[src/rtl/ex_pkg.sv]
// Shared definitions for the execute stage: op codes and FSM state encoding.
package ex_pkg;

  localparam logic [4:0] OP_ADDI  = 5'd1;
  localparam logic [4:0] OP_ADD   = 5'd2;
  localparam logic [4:0] OP_SUB   = 5'd3;
  localparam logic [4:0] OP_AND   = 5'd4;
  localparam logic [4:0] OP_OR    = 5'd5;
  localparam logic [4:0] OP_XOR   = 5'd6;
  localparam logic [4:0] OP_SLL   = 5'd7;
  localparam logic [4:0] OP_SRL   = 5'd8;
  localparam logic [4:0] OP_SRA   = 5'd9;
  localparam logic [4:0] OP_SLT   = 5'd10;
  localparam logic [4:0] OP_SLTU  = 5'd11;
  localparam logic [4:0] OP_MUL   = 5'd12;
  localparam logic [4:0] OP_MULHU = 5'd13;

  typedef enum logic {
    ST_IDLE = 1'b0,
    ST_MUL  = 1'b1
  } ex_state_e;

  function automatic logic is_mul_op(input logic [4:0] oh);
    return (oh == OP_MUL) || (oh == OP_MULHU);
  endfunction

endpackage

[src/rtl/ex_mul_iter.sv]
// Iterative unsigned XLEN x XLEN -> 2*XLEN radix-2 shift-add multiplier.
// start loads the operands; XLEN steps follow; done pulses for one cycle
// after the final step with the full product held stable on product.
module ex_mul_iter #(
  parameter int XLEN = 32
) (
  input  logic              clk,
  input  logic              rst,
  input  logic              start,
  input  logic              abort,
  input  logic [XLEN-1:0]   a,
  input  logic [XLEN-1:0]   b,
  output logic              done,
  output logic [2*XLEN-1:0] product
);

  localparam int CNT_W = $clog2(XLEN);

  logic [XLEN-1:0]   mcand;
  logic [2*XLEN-1:0] prod;
  logic [CNT_W-1:0]  cnt;
  logic              running;
  logic [XLEN:0]     sum;

  // Add the multiplicand into the upper half when the current multiplier bit is set.
  always_comb begin
    // NOTE: every always_comb output gets a default first so no path can infer a latch.
    sum = {1'b0, prod[2*XLEN-1:XLEN]};
    if (prod[0]) sum = {1'b0, prod[2*XLEN-1:XLEN]} + {1'b0, mcand};
  end

  // Step sequencer: abort wins over start; the product shifts right one bit per step.
  always_ff @(posedge clk) begin
    // NOTE: state is updated with non-blocking assignments so every register samples pre-edge values.
    if (rst || abort) begin
      mcand   <= '0;
      prod    <= '0;
      cnt     <= '0;
      running <= 1'b0;
      done    <= 1'b0;
    end else if (start) begin
      mcand   <= a;
      prod    <= {{XLEN{1'b0}}, b};
      cnt     <= '0;
      running <= 1'b1;
      done    <= 1'b0;
    end else if (running) begin
      prod <= {sum, prod[XLEN-1:1]};
      cnt  <= cnt + CNT_W'(1);
      if (cnt == CNT_W'(XLEN - 1)) begin
        running <= 1'b0;
        done    <= 1'b1;
      end
    end else begin
      done <= 1'b0;
    end
  end

  assign product = prod;

endmodule

[src/rtl/ex_pipe.sv]
// Registered RV32I execute stage: single-cycle ALU ops, iterative MUL/MULHU,
// x0 write suppression, valid/ready input handshake with flush.
module ex_pipe
  import ex_pkg::*;
#(
  parameter int XLEN = 32
) (
  input  logic            clk,
  input  logic            rst,
  input  logic            in_valid,
  output logic            in_ready,
  input  logic [4:0]      oh,
  input  logic [XLEN-1:0] op1,
  input  logic [XLEN-1:0] op2,
  input  logic [4:0]      rd_addr2ex,
  input  logic            rd_wen,
  input  logic            flush,
  output logic            out_valid,
  output logic [4:0]      rd_addr,
  output logic [XLEN-1:0] rd_data,
  output logic            rd_wen2reg,
  output logic            busy
);

  localparam int SHAMT_W = $clog2(XLEN);

  ex_state_e         state, state_next;
  logic              accept;
  logic              is_mul;
  logic              mul_start;
  logic              mul_done;
  logic [2*XLEN-1:0] mul_product;
  logic              mul_hi;
  logic [4:0]        mul_rd;
  logic              mul_wen;
  logic [XLEN-1:0]   alu_result;
  logic              alu_known;
  logic [SHAMT_W-1:0] shamt;

  // Readiness depends only on state, never on in_valid.
  assign in_ready  = (state == ST_IDLE);
  assign busy      = ~in_ready;
  assign accept    = in_valid && in_ready && !flush;
  assign is_mul    = is_mul_op(oh);
  assign mul_start = accept && is_mul;
  assign shamt     = op2[SHAMT_W-1:0];

  // Single-cycle ALU; unknown op codes are flagged so they become bubbles.
  always_comb begin
    alu_result = '0;
    alu_known  = 1'b1;
    unique case (oh)
      OP_ADDI, OP_ADD: alu_result = op1 + op2;
      OP_SUB:          alu_result = op1 - op2;
      OP_AND:          alu_result = op1 & op2;
      OP_OR:           alu_result = op1 | op2;
      OP_XOR:          alu_result = op1 ^ op2;
      OP_SLL:          alu_result = op1 << shamt;
      OP_SRL:          alu_result = op1 >> shamt;
      OP_SRA:          alu_result = $signed(op1) >>> shamt;
      OP_SLT:          alu_result = {{(XLEN-1){1'b0}}, $signed(op1) < $signed(op2)};
      OP_SLTU:         alu_result = {{(XLEN-1){1'b0}}, op1 < op2};
      default:         alu_known  = 1'b0;
    endcase
  end

  // Next-state logic: enter MUL on a multiply accept, leave on done; flush forces IDLE.
  always_comb begin
    state_next = state;
    unique case (state)
      ST_IDLE: if (mul_start) state_next = ST_MUL;
      ST_MUL:  if (mul_done)  state_next = ST_IDLE;
      default: state_next = ST_IDLE;
    endcase
    if (flush) state_next = ST_IDLE;
  end

  // FSM state register.
  always_ff @(posedge clk) begin
    if (rst) state <= ST_IDLE;
    else     state <= state_next;
  end

  // Capture multiply destination and half-select at accept for use at completion.
  always_ff @(posedge clk) begin
    if (rst) begin
      mul_hi  <= 1'b0;
      mul_rd  <= '0;
      mul_wen <= 1'b0;
    end else if (mul_start) begin
      mul_hi  <= (oh == OP_MULHU);
      mul_rd  <= rd_addr2ex;
      mul_wen <= rd_wen;
    end
  end

  ex_mul_iter #(.XLEN(XLEN)) u_mul (
    .clk     (clk),
    .rst     (rst),
    .start   (mul_start),
    .abort   (flush),
    .a       (op1),
    .b       (op2),
    .done    (mul_done),
    .product (mul_product)
  );

  // Output register: result pulse, x0 suppression; address/data hold when idle.
  always_ff @(posedge clk) begin
    if (rst) begin
      out_valid  <= 1'b0;
      rd_addr    <= '0;
      rd_data    <= '0;
      rd_wen2reg <= 1'b0;
    end else if (flush) begin
      out_valid  <= 1'b0;
      rd_wen2reg <= 1'b0;
    end else if (state == ST_MUL && mul_done) begin
      out_valid  <= 1'b1;
      rd_addr    <= mul_rd;
      rd_data    <= mul_hi ? mul_product[2*XLEN-1:XLEN] : mul_product[XLEN-1:0];
      rd_wen2reg <= mul_wen && (mul_rd != 5'd0);
    end else if (accept && !is_mul) begin
      out_valid <= 1'b1;
      if (alu_known) begin
        rd_addr    <= rd_addr2ex;
        rd_data    <= alu_result;
        rd_wen2reg <= rd_wen && (rd_addr2ex != 5'd0);
      end else begin
        rd_addr    <= '0;
        rd_data    <= '0;
        rd_wen2reg <= 1'b0;
      end
    end else begin
      out_valid  <= 1'b0;
      rd_wen2reg <= 1'b0;
    end
  end

endmodule

[config.mk]
export PLATFORM = sky130hd
export DESIGN_NAME = ex_pipe
export DESIGN_NICKNAME = d
export VERILOG_FILES = /design/src/rtl/ex_pkg.sv /design/src/rtl/ex_mul_iter.sv /design/src/rtl/ex_pipe.sv
export SDC_FILE = /design/constraint.sdc
export NUM_CORES = 1
export LEC_CHECK = 0
export ABC_AREA = 1
export CORE_UTILIZATION = 35
export CTS_BUF_LIST = sky130_fd_sc_hd__clkbuf_16
export DETAILED_ROUTE_END_ITERATION = 10
export PLACE_DENSITY = 0.59
export SLEW_MARGIN = 40
export SYNTH_ARGS = -nofsm -noshare
export SYNTH_HDL_FRONTEND = slang
export SYNTH_HIERARCHICAL = 1
export SYNTH_SLANG_ARGS = --single-unit
[constraint.sdc]
create_clock -name clk -period 3.85 [get_ports clk]
set_input_delay 1.155 -clock clk [delete_from_list [all_inputs] [get_ports clk]]
set_output_delay 1.155 -clock clk [all_outputs]
set_load 0.005 [all_outputs]
# == Word level (Yosys, flattened, before mapping) ==
# Index checks and enable logic that the tools add are counted.
# classes
addsub,4
n_lt_le_gt_ge,2
eq_ne,14
shift,3
n_mux,23
n_bitwise,6
n_reduce_logical,21
# ops
cell,count
case mux 32 bit (10 select lines),1
two-way mux 32 bit,6
< comparator 32 bit,2
adder 32 x 32 -> 33 bit,1
two-way mux 33 bit,1
adder 32 bit,1
AND 32 bit,1
bitwise OR 32 bit,1
left shift 32 x 5 -> 32 bit,1
>> shifter 32 x 5 -> 32 bit,1
>>> shifter 32 x 5 -> 32 bit,1
subtractor 32 bit,1
XOR 32 bit,1
"== test 5 x 4 -> 1 bit, second input constant",6
"== test 5 x 3 -> 1 bit, second input constant",4
two-way mux 5 bit,3
two-way mux 1 bit,11
OR reduction 11 bit,1
"== test 5 x 2 -> 1 bit, second input constant",2
nonzero test 5 bit,2
logical AND 1 bit,7
OR reduction 2 bit,3
"adder 5 x 1 -> 5 bit, second input constant",1
"== test 5 x 1 -> 1 bit, second input constant",1
other kinds (8),13
# totals
ff_bits,150
out_inout_bits,41
wordCells,87

# == Longest topological paths before layout ==
# Gate-level depths: netlist (run 1).
# depth
word_depth,6
mapped_depth,20

# == Modules after synthesis ==
# The synthesis (run 1) kept the hierarchy.
# modules_own_cells
module,n_inst,cells_per_inst,area_per_inst_um2
ex_pipe,1,2504,12524.5
ex_mul_iter,1,1119,6646.4

# == Worst setup path after synthesis (run 1) ==
# No wires, ideal clock.
# synth_path
path_type,input to register
start,input op2[3]
end,register rd_data[18]
t_arrival_ns,3.286
required_ns,3.728
setup_slack_ns,0.442
stages,20
n_path_buf,4
path_cell_list,buf_2 clkinv_1 buf_2 buf_1 ha_1 buf_4 inv_1 nand2_1 nand2_1 nand2_1 nand3_1 nand2_1 nand2_1 nand2_1 nand2_1 nand2_1 nand3_1 nand2_1 o21ai_0 a21oi_1
# synth_via
elab_chain_len,5
word_cells_on_any_way,9
cone_classes,2 x add/sub; 3 x shift; 4 x mux
# synth_rtl
item,line_no,text
from (decl),ex_pipe.sv:14,"input logic [XLEN-1:0] op2,"
subtractor 32 bit (tied with other cells),ex_pipe.sv:54,OP_SUB: alu_result = op1 - op2;
case mux 32 bit (10 select lines) (*),ex_pipe.sv:52,unique case (oh)
two-way mux 32 bit (*),ex_pipe.sv:125,if (alu_known) begin
two-way mux 32 bit (*),ex_pipe.sv:123,end else if (accept && !is_mul) begin
two-way mux 32 bit (*),ex_pipe.sv:118,end else if (state == ST_MUL && mul_done) begin
to (signal assigned),ex_pipe.sv:121,rd_data <= mul_hi ? mul_product[2*XLEN-1:XLEN] : mul_product[XLEN-1:0];
to (signal assigned),ex_pipe.sv:127,rd_data <= alu_result;
to (decl),ex_pipe.sv:20,"output logic [XLEN-1:0] rd_data,"
# Every way passes the cells marked *; elsewhere a longest branch is shown, timed or not. The select of a mux whose other input is x is not followed.
# A chain may end at the register's enable or synchronous reset.

# == Worst setup path in the final report (run 1) ==
# layout_path
start,input op1[20]
end,register rd_data[21]
# layout_via
elab_chain_len,5
word_cells_on_any_way,9
cone_classes,2 x add/sub; 3 x shift; 4 x mux
# layout_rtl
item,line_no,text
from (decl),ex_pipe.sv:13,"input logic [XLEN-1:0] op1,"
subtractor 32 bit (tied with other cells),ex_pipe.sv:54,
case mux 32 bit (10 select lines) (*),ex_pipe.sv:52,
two-way mux 32 bit (*),ex_pipe.sv:125,
two-way mux 32 bit (*),ex_pipe.sv:123,
two-way mux 32 bit (*),ex_pipe.sv:118,
# Marked as above.

==> results of run 1 <==
## report_power, final
group          leakage, nW  internal (mW)  switching [mW]
clock network        0.276          0.905           0.798
registers             1.21           1.57          0.0209
logic                 10.6          0.720            1.28
total                 12.1           3.20            2.10
## flip-flops by register name, summed over array words and instances, names as in the netlist
register,flops
u_mul/product,64
rd_data,32
u_mul/mcand,32
mul_rd,5
rd_addr,5
u_mul/cnt,5
busy,1
mul_hi,1
mul_wen,1
out_valid,1
rd_wen2reg,1
u_mul/done,1
u_mul/running,1
## worst reg2reg max path, cell delays in order (launching register included)
cell,delay [ns]
dfxtp_1,0.35
ha_1,0.23
fa_1,0.48
nand3_1,0.13
nand3_1,0.19
nand3_1,0.13
nand3_1,0.18
nand3_1,0.15
nand2_1,0.06
nand2_1,0.05
nand3_1,0.11
nand2_1,0.12
a21oi_1,0.06
## synth_stat cells (4+ instances only)
| master | n | share of area [%] |
|---|---|---|
| a211oi_1 | 4 | 0.16 |
| a21oi_1 | 241 | 6.3 |
| a22oi_1 | 12 | 0.47 |
| and2_1 | 18 | 0.59 |
| buf_1 | 19 | 0.37 |
| buf_2 | 63 | 1.6 |
| buf_4 | 14 | 0.55 |
| clkbuf_1 | 62 | 1.2 |
| dfxtp_1 | 150 | 16 |
| ha_1 | 134 | 8.7 |
| inv_1 | 466 | 9.1 |
| inv_2 | 8 | 0.16 |
| nand2_1 | 1301 | 25 |
| nand2_2 | 11 | 0.36 |
| nand3_1 | 511 | 13 |
| nand4_1 | 37 | 1.2 |
| nor2_1 | 301 | 5.9 |
| nor2_2 | 6 | 0.20 |
| nor2_4 | 5 | 0.29 |
| nor3_1 | 44 | 1.1 |
| o211ai_1 | 21 | 0.82 |
| o21ai_0 | 111 | 2.9 |
| o21ai_1 | 6 | 0.16 |
| o21bai_1 | 11 | 0.43 |
| o22ai_1 | 13 | 0.42 |
| xnor2_1 | 4 | 0.18 |
| xor2_1 | 9 | 0.41 |
## stage by stage
stage                     utilization, %  setup TNS [ns]  power [mW]  std cells  setup slack, ns
final                               43.5               0        5.30       4609            0.151
after global routing                43.5               0        5.53       4608           0.0771
after CTS                           43.5               0        5.27       4608            0.247
after detailed placement            42.4          -0.745        3.57       4577           -0.216
after global placement              42.4          -0.888        3.58       4577           -0.212
after floorplan                        -               0        2.63       3623            0.442
## logic make-up after synthesis
kind of cell / count (synthesis) / synth area share, %
buffers and inverters: 639 / 13.3
adder cells (fa/ha/maj): 137 / 9.06
multiplexers: 1 / 0.0522
AND/OR/NAND/NOR: 2251 / 49.2
AO/OA/AOI/OAI: 432 / 12.2
XOR/XNOR: 13 / 0.594
flip-flops: 150 / 15.7
## routing by layer
| layer | up-vias | part of all wire, % |
|---|---|---|
| met5 | - | 0.024 |
| met3 | 220 | 8.3 |
| met1 | 11400 | 42 |
| li1 | 12100 | - |
| met2 | 1158 | 44 |
| met4 | 4 | 5.7 |
## worst max-delay path by stage
stage,from,end,cells past startpoint
finish,op1[20],rd_data[21]$_SDFFE_PP0P_,14
floorplan,op2[3],rd_data[18]$_SDFFE_PP0P_,20
global route,op1[20],rd_data[24]$_SDFFE_PP0P_,16
global placement,op1[20],rd_data[21]$_SDFFE_PP0P_,14
CTS,op1[20],rd_data[21]$_SDFFE_PP0P_,14
detailed placement,op1[20],rd_data[21]$_SDFFE_PP0P_,14
## area by class of cell
class / instances / area, um^2 / share of cell area (%)
clock inverter: 14 / 144 / 0.614
inverter: 477 / 1790 / 7.65
tap: 696 / 871 / 3.72
antenna: 1 / 2.50 / 0.0107
timing repair buffer: 420 / 3550 / 15.1
multi-input combinational: 2834 / 13600 / 58.2
clock buffer: 17 / 425 / 1.82
sequential: 150 / 3000 / 12.8
==> results.yml, run 1 <==
cts:
  cts_tree: "done"
  clk_latency_ns: 0.45
  cts_htree_levels: 4
  hold_buffers: 0
  cts-root-buf: "clkbuf_16"
  clock-sinks: 150
  path_clk_slew_ns: 0.07
  cts.path.max_buffers: 2
  post_cts_resized: 0
  postCtsSetupBuffers: 0
  cts_buffers: 17
sta:
  worst_slew_pin_slew_ns: 0.743
  rsz0062_at_grt: "false"
  min_period_ns: 3.70
  finalSetupViolations: 0
  hold_viol: 0
  slew_headroom_pct: 50.5
  skew_ns: 0.0188
  fin_crit_sh_pct: 96.1
  maxSlewViolCount: 0
  fmax_mhz: 270
  timing.hold.ws_ns: 0.473
critical_path:
  cp.required_ns: 4.18
  crit_path_max_incr_delay_ns: 0.46
  r2r_start: "u_mul/mcand[0]$_SDFFE_PP0P_"
  end_kind: "flip-flop"
  cp-start-kind: "input port"
  rr_worst_depth: 12
  worstPathArrival_ns: 4.03
  cp_num_buf_inv: 3
  crit_slowest_cell: "clkdlybuf4s50_1"
  r2r_end: "u_mul/product[51]$_SDFFE_PP0P_"
  crit_family: "simple AND/OR/NAND/NOR gates"
  crit_chain: "clkdlybuf4s50_1, buf_4, inv_1, ha_1, nor2_1, nand2_1, nor2_1, nand3_1, nand3_1, nand2_1, nand3_1, nand2_1, o21ai_0, a21oi_1"
  setup.worst_path.class: "input port to flip-flop"
  worst-path-max-fanout: 9
  reg2reg_setup_slack_ns: 1.50
status:
  status: "finished, final reports clean"
route:
  wl_per_cell_um: 20.5
  via_per_inst: 5.40
  dr_total_vias: 24900
  drtIter0Drc: 2695
  wirelength_um: 94700
  firstDrtPassIters: 7
  drtAntennaViolNets: 0
  remaining_drc_errors: 0
synth:
  synth.yosys.seq_area_share_pct: 15.7
  synth_warnings: 6
  syn_avg_cell_area_um2: 5.29
  ys_async_sr_fraction_pct: 0
  ys.flop_type: "dfxtp_1"
  syn_nets: 3839
  ys_types: 48
  synth_edf_count: 0
  syn_inst: 3623
  ys_seq_elements: 150
  synth_area_mm2: 0.0192
die:
  start_util_pct: 35.6
  die_h_um: 236
  dieArea_mm2: 0.0557
  core_mm2: 0.0539
  io_pins: 120
  die_w_um: 236
  rows: 85
finish:
  fillers: 6040
  final_common_cell: "nand2_1"
  nNetsFinal: 4116
  stdcell_area_mm2: 0.0234
  layout_common_cells: "nand2_1, nand3_1, inv_1"
  post_route_cells_drive_above_1_share_pct: 9.71
  area_delta_synth_final_pct: 22.2
min_path:
  hp-start: "u_mul/cnt[4]$_SDFFE_PP0P_"
  holdPathStages: 2
  hold_class: "flip-flop to flip-flop"
  holdPathEnd: "u_mul/cnt[4]$_SDFFE_PP0P_"
global_routing:
  grt_use_total_pct: 33.4
  met3_usage_pct: 4.26
  gr-usage-met2_pct: 53.9
  grt_max_degree: 68
  first_global_vias: 23200
  grt_pass1_wl_um: 141000
  grt-busiest-layer: "met2"
  antenna_found_initial: 2
  grt_overflow_total: 0
  use_met1_pct: 43.5
power_and_ir_drop:
  power.leakage_nw: 12.1
  ir_worst_vdd_mv: 0.272
  powerDensity_mw_per_mm2: 226
placed_design:
  routabilityCongestion: 1.06
  hpwl_um: 78000
  placed_area_mm2: 0.0229
  io_buffers: 119
run:
  max_cap_violations: 0
No activity file was read; power rests on OpenSTA's default activity.
==> inputs of run 2 (changes only) <==
--- a/config.mk
+++ b/config.mk
@@ -6,6 +6,7 @@
 export NUM_CORES = 1
 export LEC_CHECK = 0
 export ABC_AREA = 1
+export CORE_ASPECT_RATIO = 1.5
 export CORE_UTILIZATION = 35
 export CTS_BUF_LIST = sky130_fd_sc_hd__clkbuf_16
 export DETAILED_ROUTE_END_ITERATION = 10
==> results.yml, run 2 (synthesized netlist as in run 1, its figures left out) <==
status:
  status: "finished with violations"
  violations: "design-rule violations"
min_path:
  holdPathStages: 2
  hold_class: "flip-flop to flip-flop"
  holdPathEnd: "u_mul/mcand[6]$_SDFFE_PP0P_"
  hp-start: "u_mul/mcand[6]$_SDFFE_PP0P_"
power_and_ir_drop:
  ir_worst_vdd_mv: 0.293
  power_mw: 5.48
  swShare_pct: 40.9
  power.leakage_nw: 12.4
  power_frac_comb_pct: 39.0
  switchingPower_mw: 2.24
  intPower_mw: 3.24
  powerDensity_mw_per_mm2: 228
  p_seq_share_pct: 29.1
  clkPwrFrac_pct: 31.9
critical_path:
  crit_path_max_incr_delay_ns: 0.66
  reg2reg_setup_slack_ns: 1.47
  setup.worst_path.class: "input port to flip-flop"
  end_kind: "flip-flop"
  rr_worst_depth: 12
  worst-path-max-fanout: 7
  crit_chain: "clkdlybuf4s50_1, inv_1, ha_2, nand2_1, nor2_1, inv_1, nor2_1, nand4_1, nand3_1, nand2_1, nand3_1, nand3_1, nand2_1, a21oi_1"
  r2r_start: "u_mul/product[32]$_SDFFE_PP0P_"
  crit_slowest_cell: "clkdlybuf4s50_1"
  r2r_end: "u_mul/product[59]$_SDFFE_PP0P_"
  cp_num_buf_inv: 3
  cp.required_ns: 4.20
  crit_family: "simple AND/OR/NAND/NOR gates"
  worstPathArrival_ns: 4.15
  cp-start-kind: "input port"
sta:
  hold_viol: 0
  fin_crit_sh_pct: 98.7
  finalSetupViolations: 0
  skew_ns: 0.0140
  min_period_ns: 3.80
  rsz0062_at_grt: "false"
  maxSlewViolCount: 0
  timing.hold.ws_ns: 0.476
  slew_headroom_pct: 41.4
  worst_slew_pin_slew_ns: 0.879
  fmax_mhz: 263
  fin_ws_ns: 0.0509
finish:
  area_delta_synth_final_pct: 25.3
  n_antenna_cell: 0
  layout_common_cells: "nand2_1, nand3_1, inv_1"
  final_common_cell: "nand2_1"
  instances_no_fill: 4661
  post_route_cells_drive_above_1_share_pct: 11.2
  nNetsFinal: 4175
  final_core_util_pct: 44.6
  largest_reg_flops: 64
cts:
  path_clk_slew_ns: 0.08
  cts.path.max_buffers: 2
  clk_latency_ns: 0.46
  cts_htree_levels: 4
  cts_tree: "done"
  hold_buffers: 0
  clock-sinks: 150
  cts-root-buf: "clkbuf_16"
  cts_buffers: 17
route:
  drtIter0Drc: 2248
  wl_per_cell_um: 21.9
  via_per_inst: 5.38
  dr_total_vias: 25100
  remaining_drc_errors: 8
  firstDrtPassIters: 9
  wirelength_um: 102000
  drtAntennaViolNets: 0
die:
  dieArea_mm2: 0.0557
  die_w_um: 193
  start_util_pct: 35.6
  core_mm2: 0.0539
  rows: 104
  io_pins: 120
  die_h_um: 289
global_routing:
  first_global_vias: 24100
  grt_max_degree: 68
  grt_pass1_wl_um: 149000
  antenna_found_initial: 2
  grt_use_total_pct: 36.6
  grt_overflow_total: 0
placed_design:
  routabilityCongestion: 1.07
  dp.cells: 4628
  dp_slack_ns: -0.544
  hpwl_um: 83300
  io_buffers: 119
run:
  max_cap_violations: 0
run 2: final cells by class:
cell class / count / area (um^2)
clock buffers: 17 / 425
clock inverters: 15 / 176
fillers: 6114 / 29800
inverters: 477 / 1790
multi-input cells: 2834 / 13700
flip-flops and latches: 150 / 3000
well taps: 689 / 862
repair buffers: 479 / 4100
run 2: routing by layer:
| metal | vias up | global-route usage, % | part of all wire, % |
|---|---|---|---|
| met5 | - | 0 | 0.013 |
| met4 | 2 | 34.3 | 11 |
| met3 | 345 | 4.20 | 6.0 |
| met2 | 1040 | 61.3 | 47 |
| met1 | 11500 | 39.8 | 36 |
| li1 | 12200 | - | - |
run 2: worst max-delay path by stage:
stage,from,end,depth (start not counted)
final,op1[16],rd_data[20]$_SDFFE_PP0P_,14
after global routing,op1[20],rd_data[24]$_SDFFE_PP0P_,17
after CTS,op2[17],rd_data[18]$_SDFFE_PP0P_,15
after detailed placement,op2[17],rd_data[18]$_SDFFE_PP0P_,14
after global placement,op2[17],rd_data[18]$_SDFFE_PP0P_,14
after floorplan,op2[3],rd_data[18]$_SDFFE_PP0P_,20
run 2: power groups by stage:
stage,combinational [mW],clock [mW],sequential [mW]
2_1_floorplan,1.00,0,1.62
3_3_place_gp,2.08,0,1.63
3_5_place_dp,2.07,0,1.63
4_1_cts,2.08,1.76,1.60
5_1_grt,2.28,1.81,1.60
6_report,2.14,1.75,1.60
run 2: through the flow:
step	TNS, ns	cell area, um^2
after floorplan	0	19200
after global placement	-2.74	23400
after CTS	0	24000
after global routing	0	24000
final	0	24000
after detailed placement	-2.66	23400
run 2: worst min-delay path, delay by kind of cell, from the launching register on:
| kind | cells | cell delay [ns] |
|---|---|---|
| DFF | 1 | 0.32 |
| and+or+nand+nor | 1 | 0.06 |
| AOI/OAI and AO/OA | 1 | 0.05 |
run 2: timing repair:
| action | 4_1_cts | 5_1_grt |
|---|---|---|
| resized for setup | 0 | 6 |
| pin swaps | 1 | 0 |
| setup endpoints to repair | 1 | 6 |
| setup buffers | 1 | 0 |
